==> src/rtl/sd_arb_pkg.sv <==
// Shared types and constants for the SD block-channel arbiter.
package sd_arb_pkg;

  typedef enum logic [1:0] {
    IDLE  = 2'd0,
    ISSUE = 2'd1,
    XFER  = 2'd2,
    DONE  = 2'd3
  } state_t;

  // Slot index equals the host SD slot number.
  localparam int SLOT_FDD1 = 0;
  localparam int SLOT_HDD  = 1;
  localparam int SLOT_FDD2 = 2;

  // One second at 14 MHz.
  localparam int DEFAULT_TIMEOUT = 14_000_000;

  localparam int CNT_W = 24;

endpackage

==> src/rtl/sd_arb_rr.sv <==
// Round-robin picker: grants the first pending slot after the last served one.
module sd_arb_rr #(
  parameter int NCH = 3,
  parameter int LW  = (NCH > 1) ? $clog2(NCH) : 1
) (
  input  logic [NCH-1:0] pend,
  input  logic [LW-1:0]  last,
  output logic [NCH-1:0] grant,
  output logic           any
);

  logic          found;
  logic [LW-1:0] idx;

  // Walk slots last+1, last+2, ... wrapping; the first pending one wins.
  always_comb begin
    grant = '0;
    found = 1'b0;
    idx   = '0;
    for (int k = 1; k <= NCH; k++) begin
      idx = LW'((int'(last) + k) % NCH);
      if (!found && pend[idx]) begin
        grant[idx] = 1'b1;
        found      = 1'b1;
      end
    end
  end

  assign any = |pend;

endmodule

==> src/rtl/sd_arbiter.sv <==
// Serializes per-slot block requests onto the shared SD host channel.
module sd_arbiter
  import sd_arb_pkg::*;
#(
  parameter int             NCH       = 3,
  parameter logic [NCH-1:0] WAIT_MASK = 3'b010,
  parameter int             TIMEOUT   = DEFAULT_TIMEOUT
) (
  input  logic                  clk_sys,
  input  logic                  reset,
  input  logic [NCH-1:0]        req_rd,
  input  logic [NCH-1:0]        req_wr,
  input  logic [NCH-1:0][31:0]  req_lba,
  output logic [NCH-1:0]        done,
  output logic [NCH-1:0]        err,
  output logic [NCH-1:0]        busy,
  output logic                  cpu_wait,
  output logic [NCH-1:0][31:0]  sd_lba,
  output logic [NCH-1:0]        sd_rd,
  output logic [NCH-1:0]        sd_wr,
  input  logic [NCH-1:0]        sd_ack,
  input  logic                  sd_buff_wr,
  output logic [NCH-1:0]        buff_wr
);

  localparam int               LW       = (NCH > 1) ? $clog2(NCH) : 1;
  localparam logic [CNT_W-1:0] CNT_MAX  = '1;
  localparam logic [CNT_W-1:0] CNT_LAST = CNT_W'(TIMEOUT - 1);

  state_t           state, state_nxt;
  logic [LW-1:0]    slot, last, gnt_idx;
  logic             dir_wr;
  logic [NCH-1:0]   pend_rd, pend_wr, pend_any, gnt;
  logic [NCH-1:0]   ack_s, old_ack;
  logic [NCH-1:0]   clr_rd, clr_wr, err_set, active;
  logic             gnt_any, ack_rise, ack_fall, timeout_hit;
  logic             grant_now, release_now;
  logic [CNT_W-1:0] cnt;

  assign pend_any = pend_rd | pend_wr;

  sd_arb_rr #(.NCH(NCH), .LW(LW)) u_rr (
    .pend  (pend_any),
    .last  (last),
    .grant (gnt),
    .any   (gnt_any)
  );

  // Turn the one-hot grant into a slot number.
  always_comb begin
    gnt_idx = '0;
    for (int i = 0; i < NCH; i++) begin
      if (gnt[i]) gnt_idx = LW'(i);
    end
  end

  // Ack edges are taken from the registered ack history, one cycle behind the pin.
  assign ack_rise    = ~old_ack[slot] & ack_s[slot];
  assign ack_fall    = old_ack[slot] & ~ack_s[slot];
  assign timeout_hit = (cnt == CNT_LAST);

  // Next-state and host strobes; only the active slot ever sees a strobe or buff_wr.
  always_comb begin
    state_nxt = state;
    sd_rd     = '0;
    sd_wr     = '0;
    buff_wr   = '0;
    done      = '0;
    clr_rd    = '0;
    clr_wr    = '0;
    err_set   = '0;
    case (state)
      IDLE: begin
        if (gnt_any && (sd_ack == '0)) state_nxt = ISSUE;
      end
      ISSUE: begin
        sd_rd[slot] = ~dir_wr;
        sd_wr[slot] = dir_wr;
        if (ack_rise) begin
          state_nxt = XFER;
        end else if (timeout_hit) begin
          state_nxt     = IDLE;
          err_set[slot] = 1'b1;
          clr_rd[slot]  = 1'b1;
          clr_wr[slot]  = 1'b1;
        end
      end
      XFER: begin
        buff_wr[slot] = sd_buff_wr & sd_ack[slot];
        if (ack_fall) state_nxt = DONE;
      end
      DONE: begin
        done[slot] = 1'b1;
        if (dir_wr) clr_wr[slot] = 1'b1;
        else        clr_rd[slot] = 1'b1;
        state_nxt = IDLE;
      end
      default: state_nxt = IDLE;
    endcase
  end

  assign grant_now   = (state == IDLE) && (state_nxt == ISSUE);
  assign release_now = (state == DONE) || ((state == ISSUE) && (state_nxt == IDLE));

  // The granted slot counts as busy until the arbiter is back in IDLE.
  always_comb begin
    active = '0;
    if (state != IDLE) active[slot] = 1'b1;
  end

  assign busy     = pend_any | active;
  assign cpu_wait = |(busy & WAIT_MASK);

  // FSM state register.
  always_ff @(posedge clk_sys) begin
    if (reset) state <= IDLE;
    else       state <= state_nxt;
  end

  // Latch slot, direction (write wins) and LBA at grant; remember who was served last.
  always_ff @(posedge clk_sys) begin
    if (reset) begin
      slot   <= '0;
      last   <= LW'(NCH - 1);
      dir_wr <= 1'b0;
      sd_lba <= '0;
    end else begin
      if (grant_now) begin
        slot            <= gnt_idx;
        dir_wr          <= pend_wr[gnt_idx];
        sd_lba[gnt_idx] <= req_lba[gnt_idx];
      end
      if (release_now) last <= slot;
    end
  end

  // Timeout counter restarts at each grant and saturates instead of wrapping.
  always_ff @(posedge clk_sys) begin
    if (reset)                                    cnt <= '0;
    else if (grant_now)                           cnt <= '0;
    else if ((state == ISSUE) && (cnt != CNT_MAX)) cnt <= cnt + CNT_W'(1);
  end

  // Sticky pending bits; a new request wins over the clear in the same cycle.
  always_ff @(posedge clk_sys) begin
    if (reset) begin
      pend_rd <= '0;
      pend_wr <= '0;
    end else begin
      pend_rd <= (pend_rd & ~clr_rd) | req_rd;
      pend_wr <= (pend_wr & ~clr_wr) | req_wr;
    end
  end

  // Ack history for edge detection and the registered abort pulse.
  always_ff @(posedge clk_sys) begin
    if (reset) begin
      ack_s   <= '0;
      old_ack <= '0;
      err     <= '0;
    end else begin
      ack_s   <= sd_ack;
      old_ack <= ack_s;
      err     <= err_set;
    end
  end

endmodule
==> config.mk <==
export PLATFORM = sky130hd
export DESIGN_NAME = sd_arbiter
export DESIGN_NICKNAME = d
export VERILOG_FILES = /design/src/rtl/sd_arb_pkg.sv /design/src/rtl/sd_arb_rr.sv /design/src/rtl/sd_arbiter.sv
export SDC_FILE = /design/constraint.sdc
export NUM_CORES = 1
export LEC_CHECK = 0
export ABC_AREA = 1
export BUFFER_PORTS_ARGS = -buffer_cell sky130_fd_sc_hd__buf_2
export CAP_MARGIN = 0
export CORE_MARGIN = 5
export CORE_UTILIZATION = 45
export DETAILED_ROUTE_END_ITERATION = 10
export GPL_ROUTABILITY_DRIVEN = 0
export PLACE_DENSITY = 0.72
export RECOVER_POWER = 50
export SLEW_MARGIN = 20
export SYNTH_ARGS = -nofsm -noshare
export SYNTH_HDL_FRONTEND = slang
export SYNTH_SLANG_ARGS = --single-unit
==> constraint.sdc <==
create_clock -name clk_sys -period 2.7 [get_ports clk_sys]
set_clock_uncertainty 0.05 [all_clocks]
set_input_delay 0.27 -clock clk_sys [delete_from_list [all_inputs] [get_ports clk_sys]]
set_output_delay 0.27 -clock clk_sys [all_outputs]
set_load 0.01 [all_outputs]
==> key figures <==
Placed design
  – Dpl cell area: 8380 µm²
  – Hpwl dp: roughly 16000 µm
  – Number of port buffers: 222

Die
  – Die height: 136 µm
  – # IOs: approximately 220
  – Core ar.: 15700 µm²
  – Total die area: 18400 µm²
  – Rows: 46
  – Starting Density: 45.2%
  – Die X: 136 µm

Setup path
  – Critical path class: reg2reg
  – Worst R2R Path Depth: 14
  – Crit path launch: last[0]
  – Crit-path cells: inv_1 -> ha_1 -> inv_1 -> nand2_1 -> nand2_1 -> nand2_1 -> nand2_1 -> nand4_1 -> nand3_2 -> buf_4 -> nand2_1 -> nand3_1 -> nor2_1 -> nor2_1
  – Most common cell on crit path: nand2_1
  – FF-to-FF Start: last[0]
  – Startpoint types: flip-flop
  – R2R setup slack: 0.24 ns
  – Slowest-stage cell, CP: dfxtp_1
  – Crit-path max cell delay: 0.36 ns
  – WP data required: 3.01 ns
  – CP endpoint kind: flip-flop
  – Critical Path AT: 2.76 ns
  – Crit-path max FO: 32
  – FF-to-FF End: sd_lba[29]

Finish
  – Most frequent cells in the layout: nand2_1 (284), nor2_1 (173), nand3_1 (155)
  – Final-layout fill cell count: approximately 1600
  – Fin nets: around 1400
  – Area growth syn-to-layout: 24.8%
  – Most common cell after layout, fill and taps aside: nand2_1
  – Fraction of layout cells with a size suffix above 1: 14.0%
  – Finished Cell Area: a little under 9000 µm²

Detailed routing
  – Drt initial violations: between 500 and 600
  – Drc violations: 0
  – Via/cell ratio: 5.04
  – Routed WL: 22500 µm
  – Antenna viol nets, final: 0
  – Drt first pass iters: 5
  – WL/cell: 14.8 µm
  – Vias: between 7000 and 8000

GRT
  – Wire length of the first global-routing pass: roughly 34000 µm
  – GRT Resource Usage Total: approximately a quarter
  – Global route overflow: 0
  – Largest net degree at the start of global routing: 65
  – Vias in the first global route: 6833
  – Initial antenna violation count: 3

Clock tree
  – Max clock buf depth: 2
  – CTS HTree Levels: 4
  – Worst-Skew Late Latency: roughly 0.42 ns
  – CTS tree: built
  – Setup bufs post-CTS: 0
  – TritonCTS Sinks: 142
  – Root buf cell: clkbuf_16
  – CTS Buf Count: 17
  – Clock-pin slew on the worst setup and hold paths: 0.06 ns

Synthesis
  – Post-synth EDFFs: 0
  – Synth warn: 0
  – Post-Syn Nets: 1200
  – Primary FF master, synth: dfxtp_1
  – Ys async rst share: 0%
  – Mapped Area: about 7000 µm²
  – Register area share after synthesis: 40.0%
  – Synth top area share: 40.0%
  – Netlist cell types: 36
  – Yosys reg bits: 142
  – Cell count after synthesis: around 1100
  – Post-Syn Area per Cell: 6.54 µm²
  – Cell taking the most area after synthesis: dfxtp_1
  – Synth area leaders: dfxtp_1 (40%), nand2_1 (15%), nand3_1 (11%)

Worst hold path
  – Hold Startpoint: req_wr[0]
  – Hold WC Path Type: in2reg
  – Hold Path End: pend_wr[0]
  – Hold path depth: 3

Power and ir drop
  – Maximum vdd ir drop: about 0.00041 V
  – Sw Share: 25.9%
  – Total chip power: 5.31 mW
  – P_sw: 1.38 mW
  – Leak pwr: 3.89 nW
  – PD cells: 599 nW/µm²
  – Internal cell power: just under 4 mW
  – Clock power frac: around 46%
  – Comb pwr share: between 10% and 20%
  – Flop pwr share: 41.3%

Timing
  – Setup violators final: 0
  – Final Cycle Share: 90.9%
  – RSZ-0062 raised after global routing: false
  – Max-slew violations: 0
  – Least-Margin Pin Slew: 0.861 ns
  – Max Clk Rate: 0.407 GHz
  – Setup tns final: 0 ns
  – Worst slew margin: 42.6%
  – Final-report hold violation count: 0
  – Fin crit period: 2.46 ns

Job
  – Max Cap Viol: 0

Outcome
  – Outcome: finished, final reports clean
[Yosys cell counts (3+ instances only)]
cell type and count:
a21oi_1 58, a31oi_1 6, buf_1 5, buf_2 29
buf_4 4, buf_6 5, clkbuf_1 14, dfxtp_1 142
ha_1 5, inv_1 104, inv_2 5, nand2_1 285
nand2_2 3, nand3_1 155, nand3b_1 4, nand4_1 16
nor2_1 172, nor2_2 3, nor2_4 7, nor3_1 19
nor4_1 6, o21ai_0 14, xor2_1 11
[registers in the layout (all words and copies together), names as in the netlist]
signal and cells:
slot 2, err 3, old_ack 3, pend_wr 3, sd_lba 96, last 2, dir_wr 1, state 2
cnt 24, pend_rd 3, ack_s 3
[power groups by stage]
stage / combinational [mW] / sequential [mW] / clock [mW]
after floorplan: 0.399 / 2.25 / 0
after global placement: 0.668 / 2.24 / 0
after detailed placement: 0.672 / 2.24 / 0
after CTS: 0.678 / 2.19 / 2.48
after global routing: 0.743 / 2.20 / 2.59
final: 0.666 / 2.19 / 2.45
[cell type report]
class	count	area, µm²	share of cell area, %
timing repair buffer	242	1170	13.2
antenna	1	2.50	0.0282
tap	216	270	3.05
multi-input combinational	778	3550	40.0
clock inverter	9	134	1.51
sequential	142	2840	32.1
clock buffer	22	484	5.46
inverter	110	413	4.66
[worst max-delay path: cells and delay by family (launching register included)]
family        cells  cell delay (ns)
simple gates     10             1.08
buf+inv           3             0.59
flops             1             0.36
fa+ha+maj         1             0.28
[what timing repair did]
item,CTS,global route
gates resized for setup,0,1
hold buffers,1,0
setup endpoints to repair,0,6
endpoints found under the hold margin,1,0
[how the worst max path moves through the flow]
stage	end	slack (ns)
detailed placement	sd_lba[29]	0.29
global placement	sd_lba[29]	0.37
CTS	sd_lba[29]	0.22
floorplan	sd_lba[63]	0.54
global route	sd_lba[27]	0.02
finish	sd_lba[29]	0.24
[metrics by stage]
step / hold WS (ns) / instances / setup WS [ns] / utilization [%]
after floorplan: 0.327 / 1087 / 0.539 / -
after global placement: 0.366 / 1487 / 0.367 / 53.3
after detailed placement: 0.367 / 1487 / 0.291 / 53.3
after CTS: 0.00126 / 1519 / 0.220 / 57.3
after global routing: 0.0167 / 1520 / 0.0174 / 56.4
final: 0.00501 / 1520 / 0.244 / 56.4
[layer usage]
metal  global-route usage [%]  part of all wire [%]
met1                     29.9                    43
met2                     36.9                    46
met3                     7.62                   8.4
met4                     9.52                   2.5
met5                        0                 0.049
[kinds of logic after synthesis]
group / Yosys count / share of synthesized area (%)
AO/OA/AOI/OAI: 83 / 6.15
XOR/XNOR: 13 / 1.60
adder cells (fa/ha/maj): 5 / 0.880
buffers and inverters: 167 / 10.1
flip-flops: 142 / 40.0
AND/OR/NAND/NOR: 677 / 41.3
Power figures use the tool's default switching activity.
